**src/rtl/miller_line_encoder.sv**
```systemverilog
// rtl/miller_line_encoder.sv - serial bit stream to Miller/FM0/Manchester/NRZ line-code encoder
//
// Purpose:
//   Takes one bit at a time over a valid/ready/last handshake and drives a line-coded
//   waveform on tx_out. Each encoded bit lasts CLKS_PER_BIT clocks, split into two equal
//   halves. Frames are delimited by s_last. An optional encoded dummy '1' can be appended
//   after the final bit. Outside a frame the line rests at IDLE_LEVEL.
//
// Ports:
//   clk         system clock
//   rst         synchronous, active-high reset
//   mode[1:0]   0=Miller 1=FM0 2=Manchester 3=NRZ, latched when a frame starts
//   s_data      input bit
//   s_valid     s_data/s_last valid
//   s_last      marks the final bit of the frame
//   s_ready     registered, 1 = single-entry holding register empty
//   tx_out      registered encoded line output
//   tx_active   1 while a frame (including any dummy bit) is on the line
//   underrun    1-cycle pulse: a bit period ended with no next bit and no last seen
//   frame_done  1-cycle pulse: the last bit (or dummy bit) period ended normally

module miller_line_encoder #(
    parameter int CLKS_PER_BIT = 16,
    parameter bit IDLE_LEVEL   = 1'b0,
    parameter bit END_DUMMY    = 1'b0
) (
    input  logic       clk,
    input  logic       rst,
    input  logic [1:0] mode,
    input  logic       s_data,
    input  logic       s_valid,
    input  logic       s_last,
    output logic       s_ready,
    output logic       tx_out,
    output logic       tx_active,
    output logic       underrun,
    output logic       frame_done
);

    localparam int HALF = CLKS_PER_BIT / 2;
    localparam int CW   = $clog2(CLKS_PER_BIT);

    localparam logic [CW-1:0] CNT_MID  = CW'(HALF - 1);
    localparam logic [CW-1:0] CNT_LAST = CW'(CLKS_PER_BIT - 1);

    localparam logic [1:0] MODE_MILLER = 2'd0;
    localparam logic [1:0] MODE_FM0    = 2'd1;
    localparam logic [1:0] MODE_MANCH  = 2'd2;

    typedef enum logic [1:0] {
        ST_IDLE = 2'd0,
        ST_RUN  = 2'd1,
        ST_TAIL = 2'd2
    } state_t;

    // Returns {first_half, second_half} for bit b, given the last driven level lvl
    // and the previous bit p (only Miller looks at p).
    function automatic logic [1:0] encode_bit(input logic [1:0] m, input logic lvl,
                                              input logic b, input logic p);
        logic first;
        logic second;
        first  = b;
        second = b;
        case (m)
            MODE_MILLER: begin
                // Transition at the boundary only between two consecutive zeros.
                first  = (!b && !p) ? !lvl : lvl;
                second = b ? !first : first;
            end
            MODE_FM0: begin
                // Always a boundary transition; mid-bit transition encodes a zero.
                first  = !lvl;
                second = b ? first : !first;
            end
            MODE_MANCH: begin
                first  = b;
                second = !b;
            end
            default: begin
                first  = b;
                second = b;
            end
        endcase
        return {first, second};
    endfunction

    state_t         state_q, state_d;
    logic [CW-1:0]  cnt_q, cnt_d;
    logic [1:0]     mode_q, mode_d;
    logic           cur_last_q, cur_last_d;
    logic           prev_level_q, prev_level_d;
    logic           prev_bit_q, prev_bit_d;
    logic           second_q, second_d;
    logic           tx_q, tx_d;
    logic           active_q, active_d;
    logic           underrun_q, underrun_d;
    logic           done_q, done_d;
    logic           hold_full_q, hold_full_d;
    logic           hold_data_q, hold_data_d;
    logic           hold_last_q, hold_last_d;
    logic           s_ready_q, s_ready_d;

    logic           accept;
    logic           consume;
    logic [1:0]     enc_mode;
    logic           enc_level;
    logic           enc_prev;
    logic           enc_bit;
    logic [1:0]     enc;

    assign accept = s_valid && s_ready_q;

    // A new frame encodes with the live mode input and the idle history; inside a
    // frame the latched mode and the running history are used. When a last bit ends
    // in RUN, the only thing that can be encoded next is the dummy '1'.
    always_comb begin
        enc_mode  = mode_q;
        enc_level = prev_level_q;
        enc_prev  = prev_bit_q;
        enc_bit   = hold_data_q;
        if (state_q == ST_IDLE) begin
            enc_mode  = mode;
            enc_level = IDLE_LEVEL;
            enc_prev  = 1'b1;
        end else if (cur_last_q) begin
            enc_bit = 1'b1;
        end
        enc = encode_bit(enc_mode, enc_level, enc_bit, enc_prev);
    end

    always_comb begin
        state_d      = state_q;
        cnt_d        = cnt_q;
        mode_d       = mode_q;
        cur_last_d   = cur_last_q;
        prev_level_d = prev_level_q;
        prev_bit_d   = prev_bit_q;
        second_d     = second_q;
        tx_d         = tx_q;
        active_d     = active_q;
        underrun_d   = 1'b0;
        done_d       = 1'b0;
        consume      = 1'b0;

        case (state_q)
            ST_IDLE: begin
                if (hold_full_q) begin
                    consume      = 1'b1;
                    state_d      = ST_RUN;
                    mode_d       = mode;
                    cnt_d        = '0;
                    tx_d         = enc[1];
                    second_d     = enc[0];
                    prev_level_d = enc[0];
                    prev_bit_d   = hold_data_q;
                    cur_last_d   = hold_last_q;
                    active_d     = 1'b1;
                end
            end

            ST_RUN, ST_TAIL: begin
                cnt_d = cnt_q + CW'(1);
                if (cnt_q == CNT_MID) begin
                    tx_d = second_q;
                end
                if (cnt_q == CNT_LAST) begin
                    if (state_q == ST_RUN && cur_last_q && END_DUMMY) begin
                        state_d      = ST_TAIL;
                        cnt_d        = '0;
                        tx_d         = enc[1];
                        second_d     = enc[0];
                        prev_level_d = enc[0];
                        prev_bit_d   = 1'b1;
                    end else if (state_q == ST_RUN && !cur_last_q && hold_full_q) begin
                        consume      = 1'b1;
                        cnt_d        = '0;
                        tx_d         = enc[1];
                        second_d     = enc[0];
                        prev_level_d = enc[0];
                        prev_bit_d   = hold_data_q;
                        cur_last_d   = hold_last_q;
                    end else begin
                        // Either the frame ended normally or the source starved us.
                        state_d  = ST_IDLE;
                        cnt_d    = '0;
                        tx_d     = IDLE_LEVEL;
                        active_d = 1'b0;
                        if (state_q == ST_TAIL || cur_last_q) begin
                            done_d = 1'b1;
                        end else begin
                            underrun_d = 1'b1;
                        end
                    end
                end
            end

            default: begin
                state_d  = ST_IDLE;
                cnt_d    = '0;
                tx_d     = IDLE_LEVEL;
                active_d = 1'b0;
            end
        endcase
    end

    // Holding register: consume and accept never coincide in practice because
    // s_ready tracks emptiness, but the update is written to be safe either way.
    always_comb begin
        hold_full_d = hold_full_q && !consume;
        hold_data_d = hold_data_q;
        hold_last_d = hold_last_q;
        if (accept) begin
            hold_full_d = 1'b1;
            hold_data_d = s_data;
            hold_last_d = s_last;
        end
        s_ready_d = !hold_full_d;
    end

    always_ff @(posedge clk) begin
        if (rst) begin
            state_q      <= ST_IDLE;
            cnt_q        <= '0;
            mode_q       <= MODE_MILLER;
            cur_last_q   <= 1'b0;
            prev_level_q <= IDLE_LEVEL;
            prev_bit_q   <= 1'b1;
            second_q     <= IDLE_LEVEL;
            tx_q         <= IDLE_LEVEL;
            active_q     <= 1'b0;
            underrun_q   <= 1'b0;
            done_q       <= 1'b0;
            hold_full_q  <= 1'b0;
            hold_data_q  <= 1'b0;
            hold_last_q  <= 1'b0;
            s_ready_q    <= 1'b0;
        end else begin
            state_q      <= state_d;
            cnt_q        <= cnt_d;
            mode_q       <= mode_d;
            cur_last_q   <= cur_last_d;
            prev_level_q <= prev_level_d;
            prev_bit_q   <= prev_bit_d;
            second_q     <= second_d;
            tx_q         <= tx_d;
            active_q     <= active_d;
            underrun_q   <= underrun_d;
            done_q       <= done_d;
            hold_full_q  <= hold_full_d;
            hold_data_q  <= hold_data_d;
            hold_last_q  <= hold_last_d;
            s_ready_q    <= s_ready_d;
        end
    end

    assign s_ready    = s_ready_q;
    assign tx_out     = tx_q;
    assign tx_active  = active_q;
    assign underrun   = underrun_q;
    assign frame_done = done_q;

endmodule

```
**config.mk**
```make
export PLATFORM = sky130hd
export DESIGN_NAME = miller_line_encoder
export DESIGN_NICKNAME = d
export VERILOG_FILES = /design/src/rtl/miller_line_encoder.sv
export SDC_FILE = /design/constraint.sdc
export NUM_CORES = 1
export LEC_CHECK = 0
export CAP_MARGIN = 15
export CORE_MARGIN = 2
export CORE_UTILIZATION = 46
export DETAILED_ROUTE_END_ITERATION = 10
export GPL_TIMING_DRIVEN = 0
export PLACE_DENSITY = 0.71
export SETUP_SLACK_MARGIN = 0.4
export SYNTH_ARGS = -nofsm -noshare
export SYNTH_HDL_FRONTEND = slang
export SYNTH_SLANG_ARGS = --single-unit
```
**constraint.sdc**
```tcl
create_clock -name clk -period 1.5 [get_ports clk]
set_input_delay 0.375 -clock clk [delete_from_list [all_inputs] [get_ports clk]]
set_output_delay 0.375 -clock clk [all_outputs]
set_load 0.02 [all_outputs]
```
======== After elaboration in Yosys (flattened, before gate mapping) ========
Cells that the tools add are included.
storage, ports and cells
  input bits .............................. 7
  logic and storage cells ................. 95
  register bits after elaboration ......... 19
operators by class
  add/subtract/negate cells ............... 1
  eq/ne operators ......................... 11
  multiplexer cells ....................... 45
  reduce and logical (&&, ||, !) cells .... 22
  bitwise logic cells ..................... 2
operator list
  cell                                            number
  2-to-1 mux 1 bit                                29
  case mux 1 bit (2 select lines)                 7
  2-to-1 mux 2 bit                                4
  2-to-1 mux 4 bit                                2
  != test 2 bit (second input constant)           4
  case mux 4 bit (2 select lines)                 1
  logical NOT 1 bit                               7
  logical AND 1 bit                               5
  adder 4 x 1 -> 4 bit (second input constant)    1
  == test 2 x 1 -> 1 bit (second input constant)  2
  == test 2 bit (second input constant)           2
  == test 4 x 3 -> 1 bit (second input constant)  1
  == test 4 bit (second input constant)           1
  logical NOT 2 bit                               2
  case mux 2 bit (2 select lines)                 1
  AND reduction 2 bit                             2
  AND reduction 4 bit                             1
  OR reduction 4 bit                              1
  != test 3 bit (second input constant)           1
  case mux 1 bit (3 select lines)                 1
  AND reduction 3 bit                             1
  NOT 1 bit                                       2
  nonzero test 2 bit                              1
  OR reduction 2 bit                              1
  logical OR 1 bit                                1

======== Logic depth before layout (Yosys ltp) ========
  word-level depth ........................ 11
  mapped depth ............................ 5

======== Least setup slack after synthesis ========
OpenSTA, ideal clock, no wires.
  path type ............................... register to register
  from .................................... register cnt_q[0]
  to ...................................... register prev_bit_q
  path buffers ............................ 0
  stages on the path, launching flop included .. 6
  path slack .............................. 0.073 ns
  clock period less this slack ............ 1.427 ns
  arrival time ............................ 1.306 ns
  cell sequence ........................... dfxtp_1 ha_1 nand3_2 o21ai_2 nor2_1 a211o_2
on the way
  word-level cells in the longest chain between the ends .. 3
RTL lines
  item                                  line  text
  start, declared                       88    logic [CW-1:0] cnt_q, cnt_d;
  start signal, assigned                239   cnt_q <= cnt_d;
  == test 4 bit                         166   if (cnt_q == CNT_LAST) begin
  != test 2 bit (no source line)        n/a
  AND reduction 4 bit (no source line)  n/a
  end signal, assigned                  243   prev_bit_q <= prev_bit_d;
  end, declared                         92    logic prev_bit_q, prev_bit_d;
No other way between the ends.
A chain may end at the register's enable or synchronous reset.

======== Worst setup path in the final report ========
  from .................................... register prev_bit_q
  to ...................................... register tx_q, in the netlist tx_out
on the way
  word-level cells in the longest chain between the ends .. 8
RTL lines
  item                                 line  text
  2-to-1 mux 1 bit (*)                 121   if (state_q == ST_IDLE) begin
  logical NOT 1 bit (*)                67    first = (!b && !p) ? !lvl : lvl;
  logical AND 1 bit (*)                67
  2-to-1 mux 1 bit (*)                 67
  case mux 1 bit (2 select lines) (*)  64    case (m)
  2-to-1 mux 1 bit                     174   end else if (state_q == ST_RUN && !cur_last_q && hold_full_q) begin
  2-to-1 mux 1 bit                     166
  case mux 1 bit (2 select lines) (*)  145   case (state_q)
  end signal, assigned                 245   tx_q <= tx_d;
  end, declared                        94    logic tx_q, tx_d;
Every way passes the cells marked *; elsewhere a longest branch is shown, timed or not. The select of a mux whose other input is x is not followed.

==> qor.json <==
{
  "dpl_cell_area": {"value": 1030, "unit": "um2"},
  "total_power": {"value": 867, "unit": "uW"},
  "start_kind": {"value": "flip-flop"},
  "globalplace.congestion": {"value": 0.831},
  "ys_warn_count": {"value": 0},
  "worst_ir_drop_vdd": {"value": 0.584, "unit": "mV"},
  "netlist.area_leader.share": {"value": 0.405},
  "diodes": {"value": 0},
  "hpwl": {"value": 1150, "unit": "um"},
  "routed_wire_length_per_instance": {"value": 12.3, "unit": "um"},
  "yosysSeqAreaShare": {"value": 0.405},
  "slowest_stage": {"value": "or4_4"},
  "nNetsFinal": {"value": 132},
  "largestRegisters": {"value": "cnt_q (4), mode_q (2)"},
  "seq_area": {"value": 368, "unit": "um2"},
  "fin_crit": {"value": 1.38, "unit": "ns"},
  "dr.pass1.iters": {"value": 4},
  "setup-tns-final": {"value": 0, "unit": "ns"},
  "ctsLongestPathBuffers": {"value": 2},
  "grt_antenna_before_repair": {"value": 0},
  "die_width": {"value": 46.8, "unit": "um"},
  "worst-slew-pin-transition": {"value": 0.467, "unit": "ns"},
  "use_met1": {"value": 0.306},
  "synth.lib_cells_used.distinct": {"value": 35},
  "area_used_by_multi_input_combinational_logic": {"value": 537, "unit": "um2"},
  "yosys.cell_count.top_type": {"value": "dfxtp_1"},
  "synth_seq_cells": {"value": 17},
  "antenna_left": {"value": 0},
  "cts-hold-fix-buffers": {"value": 0},
  "top_register": {"value": "cnt_q"},
  "hp-class": {"value": "reg2reg"},
  "grt_max_degree": {"value": 11},
  "num-fill-cells": {"value": 132},
  "drc": {"value": 0},
  "fin_worst_skew": {"value": 0.00433, "unit": "ns"},
  "ctsHtreeMaxLevel": {"value": 1},
  "dieHeight": {"value": 46.8, "unit": "um"},
  "critical_path_required": {"value": 1.71, "unit": "ns"},
  "power.density": {"value": 728, "unit": "nW/um2"},
  "critPathMaxFanout": {"value": 3},
  "timing.slew.headroom": {"value": 0.689},
  "rsz_0062_raised_after_global_routing": {"value": "true"},
  "floorplan.rows": {"value": 15},
  "final-max-slew-violation-count": {"value": 0},
  "fmaxAchievable": {"value": 726, "unit": "MHz"},
  "series_of_cell_instances_along_the_critical_path": {"value": "or4_4 -> nand4_4 -> o21ai_2 -> a221oi_2"},
  "numCtsBuffers": {"value": 3},
  "clk_transition_reported_paths": {"value": 0.09, "unit": "ns"},
  "cell_type_contributing_the_most_total_cell_area_after_synthesis": {"value": "dfxtp_1"},
  "area.growth.synth_to_final": {"value": 41.5, "unit": "%"},
  "max-cap-violations": {"value": 0},
  "cts_tree": {"value": "done"},
  "clk_root_buffer_cell": {"value": "clkbuf_4"},
  "design.die.area": {"value": 2190, "unit": "um2"},
  "io_buffer_count": {"value": 10},
  "global_route.usage.total": {"value": 0.213},
  "worstSetupEndpointType": {"value": "flip-flop"},
  "arr_time_crit_path": {"value": 1.59, "unit": "ns"},
  "clk-insertion-delay-late": {"value": 0.29, "unit": "ns"},
  "grt.busiest_layer": {"value": "met2"},
  "syn_area_per_cell": {"value": 8.41, "unit": "um2"},
  "count_of_flip_flops_with_a_built_in_enable_after_synthesis": {"value": 0},
  "synthesis.instances": {"value": 100},
  "routed_via_density": {"value": 5.27},
  "postSynth.topFlopCell": {"value": "dfxtp_1"},
  "top_cells_by_area_in_the_synthesized_netlist": {"value": "dfxtp_1, a21oi_1, nor2_1, nand2_1, nand2b_1"},
  "design_area": {"value": 1190, "unit": "um2"},
  "floorplan.initialDensity": {"value": 0.487},
  "grt_first_pass_wirelength": {"value": 3310, "unit": "um"},
  "synth.cell_area": {"value": 841, "unit": "um2"},
  "floorplan.io_pins": {"value": 12},
  "setup_viol_count_final": {"value": 0},
  "drt-total-wl": {"value": 1820, "unit": "um"},
  "hold_viol_final": {"value": 0},
  "core_area": {"value": 1730, "unit": "um2"},
  "status": {"value": "finished, final reports clean"},
  "fraction_of_registers_with_async_set_reset": {"value": 0},
  "grt-ovfl-total": {"value": 0},
  "synth_nets": {"value": 108},
  "leakage": {"value": 0.450, "unit": "nW"},
  "ys_top_cells_by_count": {"value": "dfxtp_1, nor2_1, a21oi_1, nand2_1"},
  "critPathKind": {"value": "reg2reg"},
  "post-route-period-util": {"value": 0.918},
  "final_layout_size_suffix_gt1_frac": {"value": 0.382},
  "clkSinkCount": {"value": 17},
  "drtIter0Drc": {"value": 5},
  "grtUsageMet2": {"value": 0.319},
  "worst_path_largest_cell_delay": {"value": 0.55, "unit": "ns"},
  "largest_register_ff_count": {"value": 4},
  "layout.core_utilization": {"value": 0.689},
  "grt_pass1_vias": {"value": 728},
  "route.vias.total": {"value": 780},
  "grt.met3_usage": {"value": 0.0231}
}
-- final timing paths --
check / slack, ns / startpoint / cells past startpoint / to
worst min register to register: 0.46 / hold_last_q / 2 / hold_last_q
worst max-delay path: 0.12 / prev_bit_q / 4 / tx_out
worst max register to register: 0.12 / prev_bit_q / 4 / tx_out
worst min-delay path: 0.46 / hold_last_q / 2 / hold_last_q
-- repair_timing --
item	4_1_cts	5_1_grt
hold endpoints to repair	0	0
resized for setup	37	13
pin swaps	6	2
cloned	0	0
endpoints found under the setup margin	13	18
buffers inserted	8	1
-- kinds of logic (layout without fill, tap and decap cells) --
family / after synthesis / in the layout / synth area share
and+or+nand+nor: 44 / 44 / 0.280
AOI/OAI and AO/OA: 29 / 29 / 0.244
DFF: 17 / 17 / 0.405
buffers and inverters: 7 / 30 / 0.0342
adders and majority gates: 1 / 1 / 0.0149
xor gates and xnor gates: 1 / 1 / 0.0104
muxes: 1 / 1 / 0.0119
-- power breakdown --
part / internal, mW / leakage (nW) / switching [mW]
registers: 0.462 / 0.144 / 0.0145
clock network: 0.104 / 0.0150 / 0.141
logic: 0.0744 / 0.290 / 0.0715
-- cells in the final DEF (no fill, tap or decap), types with 4 or more instances in the layout --
cell	Yosys	layout
dfxtp_1	17	5
nand3_1	4	4
clkdlybuf4s50_1	0	5
buf_4	0	9
a21oi_1	10	10
nor2_1	12	12
nand2_1	10	10
buf_6	0	7
dfxtp_2	0	7
dfxtp_4	0	5
-- area by class of cell --
type,instances,share of cell area
Clock buffer,4,0.0221
Multi-Input combinational cell,76,0.451
Sequential cell,17,0.309
Tap cell,25,0.0263
Timing Repair Buffer,19,0.146
Inverter,2,0.00631
Buffer,5,0.0389
-- through the flow --
step,std cells,worst slack (ns),hold slack [ns]
CTS,147,0.128,0.464
global placement,135,-0.0677,0.444
global route,148,0.0537,0.499
finish,148,0.123,0.459
floorplan,100,0.225,0.436
detailed placement,135,-0.0824,0.449
-- layer usage --
| metal | vias up | wire [um] |
|---|---|---|
| li1 | 407 | - |
| met3 | 5 | 60 |
| met4 | 0 | 38 |
| met2 | 13 | 822 |
| met1 | 355 | 901 |
| met5 | - | 0 |
-- critical path: cells and delay by family, from the launching register on --
| family | cells | cell delay, ns |
|---|---|---|
| AOI/OAI and AO/OA | 2 | 0.31 |
| DFF | 1 | 0.34 |
| and+or+nand+nor | 2 | 0.65 |
Power figures use the tool's default switching activity.
